$ cat src/rtl/vga_logo_scan.sv
// Raster scan source for the logo painters: pixel/line counters, bouncing scroll offset,
// and a registered colour/sync stage that lines hsync/vsync up with rgb.
module vga_logo_scan #(
    parameter int          H_ACTIVE        = 640,
    parameter int          H_FP            = 16,
    parameter int          H_SYNC          = 96,
    parameter int          H_BP            = 48,
    parameter int          V_ACTIVE        = 480,
    parameter int          V_FP            = 10,
    parameter int          V_SYNC          = 2,
    parameter int          V_BP            = 33,
    parameter int          DELT_MAX        = 100,
    parameter int          FRAMES_PER_STEP = 2,
    parameter logic [7:0]  FG_RGB          = 8'hFF,
    parameter logic [7:0]  BG_RGB          = 8'h03
) (
    input  logic        clk,
    input  logic        rst,
    input  logic        run,
    input  logic        hit,
    output logic [10:0] x,
    output logic [10:0] y,
    output logic        enble,
    output logic [10:0] delt,
    output logic        hsync,
    output logic        vsync,
    output logic [7:0]  rgb
);

    localparam logic [10:0] H_ACT_W  = 11'(H_ACTIVE);
    localparam logic [10:0] V_ACT_W  = 11'(V_ACTIVE);
    localparam logic [10:0] H_LAST   = 11'(H_ACTIVE + H_FP + H_SYNC + H_BP - 1);
    localparam logic [10:0] V_LAST   = 11'(V_ACTIVE + V_FP + V_SYNC + V_BP - 1);
    localparam logic [10:0] HS_FIRST = 11'(H_ACTIVE + H_FP);
    localparam logic [10:0] HS_LAST  = 11'(H_ACTIVE + H_FP + H_SYNC - 1);
    localparam logic [10:0] VS_FIRST = 11'(V_ACTIVE + V_FP);
    localparam logic [10:0] VS_LAST  = 11'(V_ACTIVE + V_FP + V_SYNC - 1);
    localparam logic [10:0] DMAX_W   = 11'(DELT_MAX);
    localparam int          FC_W     = (FRAMES_PER_STEP > 1) ? $clog2(FRAMES_PER_STEP) : 1;
    localparam logic [FC_W-1:0] FC_LAST = FC_W'(FRAMES_PER_STEP - 1);

    typedef enum logic {UP, DOWN} dir_t;

    logic [10:0]     x_nxt, y_nxt;
    logic            frame_end;
    logic            hs_raw, vs_raw;
    dir_t            dir, dir_nxt;
    logic [10:0]     delt_nxt;
    logic [FC_W-1:0] frame_cnt, frame_cnt_nxt;

    // ---- stage p0: scan counters, enble follows the next-state coordinates
    always_comb begin
        x_nxt     = x + 11'd1;
        y_nxt     = y;
        frame_end = 1'b0;
        if (x == H_LAST) begin
            x_nxt = 11'd0;
            if (y == V_LAST) begin
                y_nxt     = 11'd0;
                frame_end = 1'b1;
            end else begin
                y_nxt = y + 11'd1;
            end
        end
    end

    always_ff @(posedge clk or negedge rst) begin
        if (!rst) begin
            x     <= 11'd0;
            y     <= 11'd0;
            enble <= 1'b0;
        end else begin
            x     <= x_nxt;
            y     <= y_nxt;
            enble <= (x_nxt < H_ACT_W) && (y_nxt < V_ACT_W);
        end
    end

    // Scroll offset only moves on the frame wrap so a whole frame sees one delt.
    always_comb begin
        dir_nxt       = dir;
        delt_nxt      = delt;
        frame_cnt_nxt = frame_cnt;
        if (frame_end && run) begin
            if (frame_cnt == FC_LAST) begin
                frame_cnt_nxt = '0;
                case (dir)
                    UP: begin
                        if (delt >= DMAX_W - 11'd1) begin
                            delt_nxt = DMAX_W;
                            dir_nxt  = DOWN;
                        end else begin
                            delt_nxt = delt + 11'd1;
                        end
                    end
                    DOWN: begin
                        if (delt <= 11'd1) begin
                            delt_nxt = 11'd0;
                            dir_nxt  = UP;
                        end else begin
                            delt_nxt = delt - 11'd1;
                        end
                    end
                    default: begin
                        delt_nxt = 11'd0;
                        dir_nxt  = UP;
                    end
                endcase
            end else begin
                frame_cnt_nxt = frame_cnt + FC_W'(1);
            end
        end
    end

    always_ff @(posedge clk or negedge rst) begin
        if (!rst) begin
            dir       <= UP;
            delt      <= 11'd0;
            frame_cnt <= '0;
        end else begin
            dir       <= dir_nxt;
            delt      <= delt_nxt;
            frame_cnt <= frame_cnt_nxt;
        end
    end

    // ---- stage p1: colour from painter hit, syncs delayed to match
    always_comb begin
        hs_raw = !((x >= HS_FIRST) && (x <= HS_LAST));
        vs_raw = !((y >= VS_FIRST) && (y <= VS_LAST));
    end

    always_ff @(posedge clk or negedge rst) begin
        if (!rst) begin
            hsync <= 1'b1;
            vsync <= 1'b1;
            rgb   <= 8'h00;
        end else begin
            hsync <= hs_raw;
            vsync <= vs_raw;
            rgb   <= enble ? (hit ? FG_RGB : BG_RGB) : 8'h00;
        end
    end

endmodule

$ cat config.mk
export PLATFORM = sky130hd
export DESIGN_NAME = vga_logo_scan
export DESIGN_NICKNAME = d
export VERILOG_FILES = /design/src/rtl/vga_logo_scan.sv
export SDC_FILE = /design/constraint.sdc
export NUM_CORES = 1
export LEC_CHECK = 0
export CORE_UTILIZATION = 55
export CTS_CLUSTER_DIAMETER = 100
export DETAILED_ROUTE_END_ITERATION = 8
export GPL_ROUTABILITY_DRIVEN = 0
export GPL_TIMING_DRIVEN = 0
export PLACE_DENSITY = 0.85
export SLEW_MARGIN = 20
export SYNTH_ARGS = -nofsm -noshare
export SYNTH_HDL_FRONTEND = slang
export SYNTH_SLANG_ARGS = --single-unit
$ cat constraint.sdc
create_clock -name clk -period 4.4 [get_ports clk]
set_input_delay 1.1 -clock clk [delete_from_list [all_inputs] [get_ports clk]]
set_output_delay 1.1 -clock clk [all_outputs]
set_load 0.01 [all_outputs]
## After elaboration in Yosys (flattened, before gate mapping)

Cells that the tools add are included.
W data, S select, Z words.

- Input port bits: 4
- Output and inout bits: 44
- Bits in registers: 46
- Logic and storage cells: 46

- Order comparisons: 8
- Bitwise gates (word level): 1
- Muxes and demuxes: 14
- $add $sub $neg: 5
- Reduce and logical (&&, ||, !) cells: 7
- Eq/ne operators: 2

Operators by type and width:

| operator | count |
|---|---|
| $mux W11 | 5 |
| $add A11 B1 Y11 const B | 3 |
| $eq A11 B10 Y1 const B | 2 |
| $pmux W11 S2 | 1 |
| $mux W8 | 2 |
| $ge A11 B10 Y1 const B | 1 |
| $ge A11 B7 Y1 const B | 1 |
| $ge A11 B9 Y1 const B | 1 |
| $le A11 B1 Y1 const B | 1 |
| $le A11 B10 Y1 const B | 1 |
| $le A11 B9 Y1 const B | 1 |
| $lt A11 B10 Y1 const B | 1 |
| $lt A11 B9 Y1 const B | 1 |
| $sub A11 B1 Y11 const B | 1 |
| $mux W1 | 5 |
| $logic_and A1 B1 Y1 | 4 |
| $logic_not A1 Y1 | 2 |
| $pmux W1 S2 | 1 |
| $reduce_and A2 Y1 | 1 |
| $add A1 B1 Y1 const B | 1 |
| $not A1 Y1 | 1 |

## Longest topological paths before layout

Gate-level depths: netlist (run 1).

- Depth after elaboration: 5
- Gate-level depth with buffers: 9
- Mapped depth without buffers: 8

## Worst setup path before layout (run 1)

No wires, ideal clock.

- Path type: register -> register
- Start point: register x[5]
- End point: register enble
- Setup time: 0.082 ns
- Path buffers: 0
- Cell stages (with the launch flop): 7
- Slack: 2.200 ns
- Data arrival time: 2.118 ns
- Cells stage by stage: dfrtp_1 or4_4 or3_4 nor4_4 xor2_1 nand4bb_1 a31oi_1

- Longest elaborated chain between the ends: 4
- Elaborated cells between the ends (all ways): 7
- Classes of those cells: 1 x add/sub; 2 x order compare; 1 x eq/ne; 2 x mux; 1 x reduce/logical

Ends and longest elaborated chain:

| item | RTL line | source |
|---|---|---|
| from (decl) | 21 | `output logic [10:0] x,` |
| from (signal assigned) | 73 | `x <= x_nxt;` |
| $eq A11 B10 Y1 | 56 | `if (x == H_LAST) begin` |
| $mux W11 | 56 |  |
| via y_nxt[10] | 44 | `logic [10:0] x_nxt, y_nxt;` |
| $lt A11 B9 Y1 | 75 | `enble <= (x_nxt < H_ACT_W) && (y_nxt < V_ACT_W);` |
| $logic_and A1 B1 Y1 | 75 |  |
| to (signal assigned) | 75 |  |
| to (decl) | 23 | `output logic enble,` |

The timed path passes the listed nets, and every way through them passes these cells.
A chain may end at the register's enable or synchronous reset.

## Final worst setup path (run 1)

- Start point: register delt[7]
- End point: register delt[4]

- Longest elaborated chain between the ends: 3
- Elaborated cells between the ends (all ways): 5
- Classes of those cells: 2 x order compare; 3 x mux

Ends and longest elaborated chain:

| item | RTL line | source |
|---|---|---|
| from (decl) | 24 | `output logic [10:0] delt,` |
| from (signal assigned) | 122 | `delt <= delt_nxt;` |
| $le A11 B1 Y1 or $ge A11 B7 Y1 (tied branches) | 97, 89 |  |
| $mux W11, on equally long branches | 97, 89 |  |
| $pmux W11 S2 * | 87 | `case (dir)` |

Mark *: on every way between the ends. The rest lies on a longest branch, timed or not.

==> impl_metrics.csv, run 1 <==
group,metric,value,unit
clock_network,cts_root_buf,"clkbuf_8",
critical_path,max_stage_delay,0.72,ns
route,drc_errors,0,
final_layout,num-fill-cells,305,
floorplan,initial_utilization,0.578,
placed_design,io_buffers,47,
critical_path,startpoint_type,"register",
sta,setup_viol,0,
critical_path,crit_slowest_cell,"nor4_1",
critical_path,critPathRequiredTime,4.57,ns
sta,fin_crit,2.74,ns
floorplan,core_area,4060,um2
final_layout,final_cell_mix,"46 x clkdlybuf4s50_1, 38 x dfrtp_1, 30 x o21ai_0, 29 x nand2_1, 27 x nor2_1",
grt,grt_use_total,0.261,
logic_synthesis,synth_area,2340,um2
grt,antenna_found_initial,0,
critical_path,path_cells,"nor4_1 -> o2111ai_1 -> nand2_1 -> clkbuf_1 -> a21oi_1 -> o31ai_1 -> o31ai_1",
logic_synthesis,seq_area_frac_synth,0.428,
final_layout,regArea,1000,um2
pwr,vdd_drop_max,218,uV
floorplan,die_area,4530,um2
logic_synthesis,synthDistinctLibCells,48,
critical_path,end_kind,"register",
sta,fin_hold_ws,0.399,ns
final_layout,final_common_cell,"clkdlybuf4s50_1",
logic_synthesis,ys_ff_latch,40,
sta,finalMaxSlewViolations,0,
final_layout,antenna_cells,0,
sta,grt_setup_unrepaired,"false",
final_layout,area_delta_synth_final,27.2,%
clock_network,cts_resized,0,
sta,timing.final.ws_setup,1.66,ns
route,vias_per_cell,5.87,
floorplan,io_pins,48,
pwr,leakage,0.00124,uW
sta,worst_pin_slew,0.794,ns
grt,grt_pass1_vias,1983,
clock_network,cts_made_buffers,5,
clock_network,hold_buffers,0,
floorplan,die_h,67.3,um
logic_synthesis,syn_avg_cell_area,8.81,um2
min_path,hold_path_class,"register to register",
final_layout,multi_input_area,1220,um2
critical_path,crit_top_cell,"o31ai_1",
clock_network,clock_sinks,40,
grt,grt_max_degree,32,
clock_network,cts_setup_buffers,0,
critical_path,reg2reg_setup_slack,1.66,ns
route,ant_nets,0,
grt,overflow,0,
critical_path,crit_start,"delt[7]$_DFFE_PN0P_",
clock_network,cts_tree,"done",
logic_synthesis,synth-warning-count,0,
clock_network,cts_max_level,2,
flow_run,drv_cap,0,
sta,slew_headroom,0.466,
critical_path,criticalPathCategory,"register to register",
clock_network,clock_path_buffers,2,
grt,grt_pass1_wl,8.83,mm
sta,final-hold-violation-count,0,
final_layout,fin_nets,333,
sta,fmax,0.365,GHz
logic_synthesis,synth_edf_count,0,
clock_network,clk_latency,0.29,ns
route,wl_per_cell,14.6,um
critical_path,timing.rr.start,"delt[7]$_DFFE_PN0P_",
logic_synthesis,syn_inst,266,
placed_design,dp_hpwl,3.79,mm
route,wirelength,5.42,mm
route,via_count,2183,
critical_path,arrival,2.91,ns
logic_synthesis,postSynth.asyncResetShare,1.00,
clock_network,clkTransAtPathRegs,0.08,ns
sta,fin_setup_tns,0,ns
logic_synthesis,synthesis.nets,278,
critical_path,path_max_fanout,10,
logic_synthesis,ys.flop_type,"dfrtp_1",
route,drt_iter0_markers,258,
floorplan,rows,23,
run_status,status,"complete, no violations",
final_layout,final_util,0.735,
final_layout,drive_above_1_share,0.0683,
critical_path,r2r_end,"delt[4]$_DFFE_PN0P_",
route,drtPass1Iterations,4,
sta,fin_skew,0.00467,ns
pwr,powerDensity,216,nW/um2
sta,fin_crit_sh,0.623,
floorplan,die_x,67.3,um
critical_path,reg2reg_depth,7,
critical_path,crit_path_end,"delt[4]$_DFFE_PN0P_",
placed_design,dp_slack,1.81,ns
-- kinds of logic after synthesis --
kind of cell	after synthesis	synth area share
AO/OA/AOI/OAI	65	0.168
XOR/XNOR	14	0.0523
adder cells (fa/ha/maj)	8	0.0427
buffers and inverters	26	0.0512
flip-flops	40	0.428
multiplexers	2	0.00854
AND/OR/NAND/NOR	111	0.250
-- metrics by stage --
stage	power [uW]	instances	area (um2)
floorplan	381	266	2340
global placement	397	363	2880
detailed placement	399	364	2890
CTS	651	372	2980
global route	668	372	2980
finish	645	372	2980
-- cells in the mapped netlist (all sizes together) (7+ instances only) --
cell type,number,share of area
dfrtp,38,0.41
o21ai,30,0.064
nand2,29,0.046
nor2,27,0.043
a21oi,11,0.023
inv,11,0.018
nand3,11,0.029
nor3,10,0.023
clkbuf,9,0.014
ha,8,0.043
and3,7,0.019
xnor2,7,0.026
xor2,7,0.026
-- registers in the layout, summed over array words and instances, names as in the netlist --
name       flops
rgb            2
delt          11
enble          1
y             11
vsync          1
frame_cnt      1
x             11
dir            1
hsync          1
-- area by class of cell --
class / instances / share of cell area
buffer: 15 / 0.0264
clock buffer: 8 / 0.0302
inverter: 11 / 0.0138
multi-input combinational: 200 / 0.409
sequential: 40 / 0.336
tap: 50 / 0.0210
timing repair buffer: 48 / 0.163
-- worst min-delay path by stage --
stage | start | to | slack [ns] | cells after the start
4_1_cts | enble$_DFF_PN0_ | rgb[1]$_DFF_PN0_ | 0.41 | 0
3_3_place_gp | enble$_DFF_PN0_ | rgb[1]$_DFF_PN0_ | 0.37 | 0
5_1_grt | enble$_DFF_PN0_ | rgb[1]$_DFF_PN0_ | 0.41 | 0
6_report | enble$_DFF_PN0_ | rgb[1]$_DFF_PN0_ | 0.40 | 0
3_5_place_dp | enble$_DFF_PN0_ | rgb[1]$_DFF_PN0_ | 0.39 | 0
2_1_floorplan | enble$_DFF_PN0_ | rgb[1]$_DFF_PN0_ | 0.43 | 0
-- report_power, final --
part	total [uW]	internal [uW]	switching [uW]
registers	369	368	0.697
logic	22.3	11.3	11.0
clock network	254	128	126
-- worst max-delay path: cells and delay by family, from the launching register on --
family	cells	cell delay [ns]
DFF	1	0.45
AOI/OAI and AO/OA	4	0.77
buffers and inverters	1	0.42
and+or+nand+nor	2	0.98
-- metal layers --
layer | GRT usage | wire length [um] | vias up
li1 | - | - | 1057
met1 | 0.330 | 2400 | 1011
met2 | 0.428 | 2580 | 103
met3 | 0.0642 | 361 | 12
met4 | 0.104 | 83 | 0
met5 | 0 | 0 | -
(Power assumes the default switching activity.)
==> run 2: changes to the inputs <==
- CORE_UTILIZATION: 55 -> 51
- PLACE_DENSITY: 0.85 -> 0.79
- clock period: 4.4 -> 2.65 ns (I/O delays scaled with it)
==> run 2 against run 1 <==
  * Die area increased by 7.6%
  * Wire length decreased by 2.8%
  * Clock-buffer cell count down 2
  * Clock power is 110% higher
  * Largest cell class unchanged
==> impl_metrics.csv, run 2 (same netlist as run 1, synthesis figures left out) <==
group,metric,value,unit
final_layout,fin_area,3030,um2
floorplan,core_area,4380,um2
placed_design,placed_area,2900,um2
floorplan,die_x,69.8,um
sta,fin_crit_sh,0.915,
final_layout,drive_above_1_share,0.0776,
pwr,leakage,0.00127,uW
route,drc_errors,0,
sta,slew_headroom,0.521,
final_layout,fin_nets,333,
route,vias_per_cell,5.83,
route,drt_iter0_markers,182,
clock_network,cts_made_buffers,5,
floorplan,io_pins,48,
placed_design,dp_hpwl,3.79,mm
critical_path,critPathRequiredTime,2.88,ns
final_layout,area_delta_synth_final,29.2,%
pwr,vdd_drop_max,287,uV
final_layout,final_cell_mix,"46 x clkdlybuf4s50_1, 38 x dfrtp_1, 30 x o21ai_0, 29 x nand2_1, 27 x nor2_1",
sta,setup_viol,0,
critical_path,criticalPathCategory,"register to register",
clock_network,clk_latency,0.31,ns
clock_network,cts_max_level,2,
clock_network,cts_setup_buffers,0,
route,wl_per_cell,14.1,um
grt,overflow,0,
sta,worst_pin_slew,0.712,ns
critical_path,reg2reg_setup_slack,0.22,ns
grt,grt_max_degree,25,
route,drtPass1Iterations,4,
grt,grt_pass1_wl,8.83,mm
flow_run,drv_cap,0,
final_layout,reg_top3,"delt x11, x x11, y x11",
sta,fin_skew,0.00394,ns
floorplan,initial_utilization,0.535,
sta,grt_setup_unrepaired,"false",
min_path,hold_path_class,"primary input to asynchronous set/reset pin",
clock_network,clock_path_buffers,2,
sta,fin_crit,2.43,ns
critical_path,reg2reg_depth,7,
placed_design,placed_cells,366,
clock_network,clkTransAtPathRegs,0.08,ns
pwr,powerDensity,392,nW/um2
clock_network,cts_resized,0,
run_status,status,"complete, no violations",
grt,antenna_found_initial,0,
final_layout,fin_cells,374,
critical_path,path_max_fanout,8,
sta,final-hold-violation-count,0,
floorplan,rows,24,
sta,finalMaxSlewViolations,0,
critical_path,timing.rr.start,"x[0]$_DFF_PN0_",
final_layout,final_common_cell,"clkdlybuf4s50_1",
clock_network,clock_sinks,40,
critical_path,r2r_end,"enble$_DFF_PN0_",
clock_network,cts_tree,"done",
route,via_count,2182,
critical_path,arrival,2.66,ns
clock_network,cts_root_buf,"clkbuf_8",
floorplan,die_h,69.8,um
final_layout,antenna_cells,0,
critical_path,end_kind,"register",
critical_path,startpoint_type,"register",
sta,fmax,0.412,GHz
placed_design,io_buffers,47,
floorplan,die_area,4870,um2
clock_network,hold_buffers,0,
route,ant_nets,0,
grt,grt_use_total,0.228,
grt,grt_pass1_vias,1979,
route,wirelength,5.27,mm
==> run 2: cell types whose count changed in the layout (fill, tap and decap cells not counted) <==
cell and change:
clkbuf_1 -2, buf_12 -1, buf_16 +1, bufinv_16 +1, clkinv_4 +1, nor4_1 -1
nor4_2 +1, o311ai_0 -1, o311ai_1 +1
==> run 2: per-stage QoR <==
step	power [uW]	hold WS [ns]	utilization	setup WS, ns	setup TNS (ns)
4_1_cts	1200	0.293	0.690	0.0762	0
3_5_place_dp	664	0.394	0.662	0.0905	0
2_1_floorplan	633	0.367	-	0.450	0
3_3_place_gp	659	0.375	0.657	-0.0909	-3.36
5_1_grt	1230	0.301	0.691	0.0443	0
6_report	1190	0.284	0.691	0.224	0
==> run 2: worst max path at each step <==
stage | cells past startpoint | endpoint | from
final | 7 | enble$_DFF_PN0_ | x[0]$_DFF_PN0_
after CTS | 7 | delt[4]$_DFFE_PN0P_ | delt[7]$_DFFE_PN0P_
after detailed placement | 7 | delt[4]$_DFFE_PN0P_ | delt[7]$_DFFE_PN0P_
after global routing | 8 | dir$_DFFE_PN0P_ | x[0]$_DFF_PN0_
after floorplan | 6 | enble$_DFF_PN0_ | x[5]$_DFF_PN0_
after global placement | 1 | x[4]$_DFF_PN0_ | rst
==> run 2: worst max-delay path, cell delays in order, from the launching register on <==
cell	delay, ns
dfrtp_1	0.44
ha_1	0.26
nand4_1	0.32
or3_4	0.55
nor4_4	0.27
xor2_1	0.12
nand4bb_1	0.24
a31oi_1	0.16
==> run 2: area by class of cell <==
| type | instances | area, um2 |
|---|---|---|
| clock buffers | 6 | 82.6 |
| well taps | 52 | 65.1 |
| multi-input cells | 200 | 1230 |
| fillers | 379 | 1350 |
| plain buffers | 15 | 78.8 |
| clock inverters | 2 | 38.8 |
| flip-flops and latches | 40 | 1000 |
| repair buffers | 48 | 493 |
| inverters | 11 | 41.3 |
==> run 2: routing by layer <==
metal / GRT usage / wire length [um] / vias to the layer above / part of all wire
met3: 0.0610 / 316 / 8 / 0.060
met4: 0.0867 / 79 / 0 / 0.015
li1: - / - / 1057 / -
met1: 0.297 / 2390 / 1045 / 0.45
met2: 0.364 / 2490 / 72 / 0.47
met5: 0 / 0 / - / 0
==> run 2: report_power, final <==
group | switching, uW | leakage (uW) | total, uW | internal (uW)
clock | 230 | 0.0000614 | 538 | 308
sequential | 1.15 | 0.000525 | 612 | 611
combinational | 18.3 | 0.000685 | 38.2 | 19.9
total | 250 | 0.00127 | 1190 | 938
